### src/rtl/mult_seq_ctrl.sv
// Sequencer for an unsigned shift-and-add multiplier: IDLE -> LOAD -> RUN (WIDTH iterations) -> DONE.
// Optional early termination when the remaining multiplier bits are all zero: define MULT_EARLY_TERM_EN.
module mult_seq_ctrl #(
    parameter int WIDTH = 8,
    parameter int CW    = 4
) (
    input  logic                 clk,
    input  logic                 reset,
    input  logic                 start,
    input  logic [WIDTH-1:0]     a_in,
    input  logic [WIDTH-1:0]     b_in,
    input  logic                 ack,
    output logic                 busy,
    output logic                 done,
    output logic [2*WIDTH-1:0]   product,
    output logic [CW-1:0]        count
);

    typedef enum logic [1:0] {
        S_IDLE,
        S_LOAD,
        S_RUN,
        S_DONE
    } state_t;

    state_t               r_state;
    state_t               w_state_next;
    logic [WIDTH-1:0]     r_a;
    logic [WIDTH-1:0]     r_b;
    logic [2*WIDTH-1:0]   r_mcand;
    logic [WIDTH-1:0]     r_mplier;
    logic [2*WIDTH-1:0]   r_product;
    logic [CW-1:0]        r_count;
    logic [WIDTH-1:0]     w_mplier_shr;
    logic                 w_last_iter;

    assign w_mplier_shr = r_mplier >> 1;

`ifdef MULT_EARLY_TERM_EN
    // Stop once no set multiplier bits remain; count keeps the skipped-iteration residue.
    assign w_last_iter = (r_count == CW'(1)) || (w_mplier_shr == '0);
`else
    assign w_last_iter = (r_count == CW'(1));
`endif

    always_ff @(posedge clk) begin
        if (reset) begin
            r_state <= S_IDLE;
        end else begin
            r_state <= w_state_next;
        end
    end

    always_comb begin
        w_state_next = r_state;
        busy         = 1'b0;
        done         = 1'b0;
        case (r_state)
            S_IDLE: begin
                if (start) begin
                    w_state_next = S_LOAD;
                end
            end
            S_LOAD: begin
                busy         = 1'b1;
                w_state_next = S_RUN;
            end
            S_RUN: begin
                busy = 1'b1;
                if (w_last_iter) begin
                    w_state_next = S_DONE;
                end
            end
            S_DONE: begin
                done = 1'b1;
                if (ack) begin
                    w_state_next = S_IDLE;
                end
            end
            default: w_state_next = S_IDLE;
        endcase
    end

    always_ff @(posedge clk) begin
        if (reset) begin
            r_a       <= '0;
            r_b       <= '0;
            r_mcand   <= '0;
            r_mplier  <= '0;
            r_product <= '0;
            r_count   <= '0;
        end else begin
            case (r_state)
                S_IDLE: begin
                    if (start) begin
                        r_a <= a_in;
                        r_b <= b_in;
                    end
                end
                S_LOAD: begin
                    r_mcand   <= {{WIDTH{1'b0}}, r_a};
                    r_mplier  <= r_b;
                    r_product <= '0;
                    r_count   <= CW'(WIDTH);
                end
                S_RUN: begin
                    if (r_mplier[0]) begin
                        r_product <= r_product + r_mcand;
                    end
                    r_mcand  <= r_mcand << 1;
                    r_mplier <= w_mplier_shr;
                    r_count  <= r_count - CW'(1);
                end
                default: ;
            endcase
        end
    end

    assign product = r_product;
    assign count   = r_count;

endmodule

### config.mk
export PLATFORM = sky130hd
export DESIGN_NAME = mult_seq_ctrl
export DESIGN_NICKNAME = d
export VERILOG_FILES = /design/src/rtl/mult_seq_ctrl.sv
export SDC_FILE = /design/constraint.sdc
export NUM_CORES = 1
export LEC_CHECK = 0
export BUFFER_PORTS_ARGS = -buffer_cell sky130_fd_sc_hd__buf_2
export CORE_MARGIN = 2
export CORE_UTILIZATION = 60
export DETAILED_ROUTE_END_ITERATION = 8
export PLACE_DENSITY = 0.8
export SYNTH_ARGS = -nofsm -noshare
export SYNTH_HDL_FRONTEND = slang
export SYNTH_SLANG_ARGS = --single-unit
### constraint.sdc
create_clock -name clk -period 4.65 [get_ports clk]
set_clock_uncertainty 0.2 [all_clocks]
set_input_delay 0.6975 -clock clk [delete_from_list [all_inputs] [get_ports clk]]
set_output_delay 0.6975 -clock clk [all_outputs]
set_load 0.01 [all_outputs]
**After elaboration in Yosys (flattened, before gate mapping)**

Cells that the tools add are included.

- Input bits: 20
- Output and inout bits: 22
- Flip-flop bits (word level): 62

- Add/sub/neg operators: 2
- Reduce and logical (&&, ||, !) cells: 6
- Eq/ne operators: 8
- Mux-type cells: 11

Operators with widths:

| kind | count |
|---|---|
| case mux 16 bit (2 select lines) | 2 |
| adder 16 bit | 1 |
| 2-to-1 mux 16 bit | 1 |
| case mux 8 bit (2 select lines) | 1 |
| inequality test 2 bit, second input constant | 4 |
| case mux 2 bit (4 select lines) | 1 |
| case mux 4 bit (2 select lines) | 1 |
| 2-to-1 mux 2 bit | 3 |
| == test 2 bit, second input constant | 2 |
| == test 4 x 1 -> 1 bit, second input constant | 1 |
| AND reduction 2 bit | 2 |
| subtractor 4 x 1 -> 4 bit, second input constant | 1 |
| AND reduction 3 bit | 1 |
| == test 2 x 1 -> 1 bit, second input constant | 1 |
| zero test 2 bit | 1 |
| 2-to-1 mux 1 bit | 2 |
| nonzero test 2 bit | 1 |
| OR reduction 2 bit | 1 |

**Logic depth before layout (Yosys ltp)**

- Depth in word-level cells: 3
- Gate-level depth with buffers: 9
- Depth with buffers taken out: 9

**Worst setup path after synthesis**

Ideal clock, no wire load.

- Path type: flip-flop to flip-flop
- From: register r_product[7], in the netlist product[7]
- To: register r_product[12], in the netlist product[12]
- Setup time: 0.117 ns
- Arrival: 2.116 ns
- Setup slack: 2.216 ns
- Path buffers: 0
- Stages on the path, launching flop included: 8
- Data required time: 4.333 ns
- Cells stage by stage: dfxtp_1 > ha_1 > a21o_1 > a21o_1 > a21o_1 > and2_1 > or4_1 > a32o_1

- Word-level cells in the longest chain between the ends: 3

RTL lines:

| element | line | text |
|---|---|---|
| start, declared | 32 | `logic [2*WIDTH-1:0] r_product;` |
| start signal, assigned | 108 | `r_product <= r_product + r_mcand;` |
| adder 16 bit | 108 |  |
| 2-to-1 mux 16 bit | 107 | `if (r_mplier[0]) begin` |
| case mux 16 bit (2 select lines) | 93 | `case (r_state)` |

No other way between the ends. The select of a mux whose other input is x is not followed.
A chain may end at the register's enable or synchronous reset.

**Worst setup path in the final report**

- From: register r_state[0]
- To: register r_product[15], in the netlist product[15]

- Word-level cells in the longest chain between the ends: 3
- Elaborated cells between the ends (all ways): 6
- Classes of those cells: eq/ne (3); mux (1); reduce/logical (2)

RTL lines:

| element | line | text |
|---|---|---|
| start, declared | 26 | `state_t r_state;` |
| start signal, assigned | 50 | `r_state <= w_state_next;` |
| == test 2 bit or == test 2 x 1 -> 1 bit (tied branches) | 93 |  |
| inequality test 2 bit (no line) or nonzero test 2 bit (tied branches) | - |  |
| AND reduction 2 bit (no line) | - |  |

Several ways; a longest one is shown, not always the timed one.

==> impl.org <==
** Worst setup path
- Worst r2r dst :: product[15]
- The worst setup path is launched from a flop.
- The startpoint identified for the worst register-to-register timing path is r_state[0].
- Req. time, crit path :: 4.73 ns
- STA classifies the critical path endpoint as a flop.
- Critical path data arrival time :: 2.77 ns
- Setup slack on the worst reg-to-reg path comes out at 1.96 ns.
- Of all nets on the critical path, the largest fanout is 31.
- The critical path is of the flop to flop type.
- The worst register-to-register path has a depth of 8.

** Clocking
- Counting every sink on the clock net gives 62.
- The number of hold buffers added after CTS was 0.
- TritonCTS built the clock tree.
- Clock-pin slew was measured on the worst setup and hold paths at 0.06 ns.
- Buffers inserted by post-CTS timing repair :: 0
- Clk Tree Root Cell :: sky130_fd_sc_hd__clkbuf_8
- In this run, CTS created clock tree buffers numbering 9.
- Cells resized by post-CTS repair :: 0
- The later pin in the worst-skew pair is clocked with a latency of 0.34 ns.
- Maximum root-to-sink buffer count :: 2
- H-tree lvl count :: 3

** Min path
- Hold_sp :: r_a[3]
- Hold endpoint :: r_a[3]
- Min-Delay Path Class :: flop to flop
- Counting instances, the worst hold path has a depth of 2.

** Job
- # Max-Cap Violations :: 0

** Route
- Routed length per placed instance :: 13.7 µm
- The first TritonRoute pass finished after 4 iterations.
- Overall via count from detail_route :: 2,763
- # DRC :: 0
- DR vias/cell :: 5.69
- Remaining antenna violation count :: 0
- In this run, the number of DRC markers left after iteration 0 of detailed routing was 176.
- Total Routed Length :: 6650 µm

** Timing
- At the pin with the least slew margin, the transition time is 0.570 ns.
- Post-route minimum period :: 2.69 ns
- Setup violations remaining at the end of the flow were counted as 0.
- Setup repair after global routing left no endpoint under its margin.
- The total count of hold-check failures in the final report is 0.
- Tightest slew margin relative to the limit :: 62.0%
- Setup_tns :: 0 ns
- The number of max-slew violations in the final report came to 0.
- Of the available clock period, the critical path in the final layout requires 57.9%.
- Timing would allow up to 372 MHz.

** Global routing
- First-pass GRT wire length :: 11,400 µm
- In the global route stage, overall resource usage came out at 23.7%.
- Global routing finished with a remaining overflow of 0.
- The number of antenna violations at the first check in global routing came to 0.
- Number of global-route vias before repair :: 2,565
- Pin count of the biggest net entering global routing :: 57

** Floorplanning
- Area of the die :: 5900 µm²
- From left edge to right edge, the die measures 76.8 µm.
- The region available for standard cell placement spans 5110 µm².
- In this run the count of I/O pins placed on the die edge is 42.
- Standard-cell rows :: 26
- Die height :: 76.8 µm
- The initial utilization of the core area, before any placement, comes to 62.2%.

** Finish
- Leaving out fill and tap cells, the most frequent cell in the layout is sky130_fd_sc_hd__dfxtp_1.
- Layout filler cell count :: 436
- Highest-count cells in the layout ignoring fill and taps :: sky130_fd_sc_hd__dfxtp_1 (62), sky130_fd_sc_hd__nand2_1 (46), sky130_fd_sc_hd__a21oi_1 (45), sky130_fd_sc_hd__buf_2 (41), sky130_fd_sc_hd__nor2_1 (31)
- Post-layout nets :: 455
- 0 antenna diodes ended up in the layout.
- Area grow syn2layout :: 13.7%
- In the final layout, the share of cells above drive strength 1 is 14.2%.
- Final instance area :: 3610 µm²

** Placement
- Gpl congestion :: 0.857
- Buffers on Ports :: 41
- In this run the cell area measured after placement is 3410 µm².
- Detailed placement finished with a half-perimeter wire length of 4720 µm.

** Synthesis
- Of the synthesized area, sequential elements account for 39.0%.
- In the synthesized netlist, the number of instances is 379.
- After synthesis, the cell types taking the most area are sky130_fd_sc_hd__dfxtp_1 (39%), sky130_fd_sc_hd__ha_1 (8.7%), sky130_fd_sc_hd__a21oi_1 (7.1%).
- The synthesized design devotes to its leading area cell type 39.0% of total area.
- Leading area contributor after synthesis :: sky130_fd_sc_hd__dfxtp_1
- Async set or reset register ratio after synthesis :: 0%
- Total standard cell area after synthesis :: 3180 µm²
- Counting flops with a built-in enable in the synthesized netlist gives 0.
- Among all flip-flop cells after synthesis, the most frequent one is sky130_fd_sc_hd__dfxtp_1.
- During synthesis, Yosys emitted a total of 0 warnings.
- Synthesis instantiated 43 different standard cells from the library.
- Avg Cell Area, Syn :: 8.39 µm²
- Syn nets :: 422
- Synth Register Bits :: 62

** Pwr
- Largest vdd supply drop :: 0.000372 V
- Total power per unit cell area :: 526 nW/µm²
- The analysis attributes to cell leakage a power of 1.55 nW.

** Status
- The flow ran to the end, and the final reports show no timing, DRC or antenna violations.
final cells by class:
cell class	instances	area [µm²]	area share, %
timing repair buffer	44	228	6.30
tap	70	87.6	2.42
clock buffer	11	131	3.63
multi-input combinational	283	1810	50.1
sequential	62	1240	34.3
inverter	12	45.0	1.25
clock inverter	4	72.6	2.01
logic make-up (layout without fill, tap and decap cells):
family	Yosys count	in the layout	synth area share, %
XOR/XNOR	7	7	1.93
buffers and inverters	34	71	4.05
multiplexers	15	15	4.72
AND/OR/NAND/NOR	131	131	19.4
adder cells (fa/ha/maj)	23	23	9.29
AO/OA/AOI/OAI	107	107	21.6
flip-flops	62	62	39.0
metrics by stage:
step	worst slack, ns	utilization (%)	std cells	total power [W]	hold slack, ns
floorplan	2.22	-	379	0.00126	0.236
global placement	2.05	66.8	471	0.00138	0.243
detailed placement	1.98	66.8	471	0.00141	0.249
CTS	1.96	70.8	486	0.00190	0.258
global route	1.74	70.8	486	0.00203	0.276
finish	1.96	70.8	486	0.00190	0.254
flip-flops by register name (all words and copies together) (netlist names):
signal and flops:
r_mplier 8, r_mcand 16, r_b 8, r_a 8, count 4, r_state 2
product 16
report_power, final:
| part | switching, W | leakage, nW | total [W] | internal [W] |
|---|---|---|---|---|
| registers | 0.0000883 | 0.505 | 0.000728 | 0.000640 |
| logic | 0.000408 | 0.950 | 0.000669 | 0.000261 |
| clock network | 0.000206 | 0.0994 | 0.000504 | 0.000298 |
| total | 0.000702 | 1.55 | 0.00190 | 0.00120 |
Yosys cell counts (all sizes together), types with 3 or more instances:
| cell type | count |
|---|---|
| a211oi | 16 |
| a21o | 7 |
| a21oi | 46 |
| a22o | 3 |
| a22oi | 5 |
| a32o | 4 |
| and2 | 6 |
| and3 | 4 |
| buf | 3 |
| clkbuf | 19 |
| dfxtp | 62 |
| ha | 22 |
| inv | 12 |
| mux2i | 15 |
| nand2 | 46 |
| nand2b | 12 |
| nand3 | 16 |
| nor2 | 31 |
| nor2b | 4 |
| o211ai | 4 |
| o21ai | 11 |
| o31ai | 3 |
| or3 | 4 |
| xnor2 | 4 |
| xor2 | 3 |
worst max path at each step:
stage	startpoint	endpoint	slack, ns	cells past startpoint
detailed placement	r_state[0]	product[15]	1.98	8
global placement	r_state[0]	product[15]	2.05	8
CTS	r_state[0]	product[15]	1.96	8
global route	r_state[0]	product[15]	1.74	8
floorplan	product[7]	product[12]	2.22	7
finish	r_state[0]	product[15]	1.96	8
critical path: stages, from the launching register on:
cell	delay [ns]
sky130_fd_sc_hd__dfxtp_1	0.38
sky130_fd_sc_hd__inv_1	0.10
sky130_fd_sc_hd__ha_1	0.20
sky130_fd_sc_hd__buf_4	0.25
sky130_fd_sc_hd__and2_1	0.31
sky130_fd_sc_hd__a21oi_2	0.39
sky130_fd_sc_hd__nor2b_1	0.50
sky130_fd_sc_hd__and2_1	0.20
sky130_fd_sc_hd__a311o_1	0.10
layer usage:
layer / part of all wire, % / track usage, %
met5: 0 / 0
met4: 1.9 / 11.5
met3: 5.1 / 4.12
met2: 46 / 38.6
met1: 47 / 30.5
(Power assumes the default switching activity.)
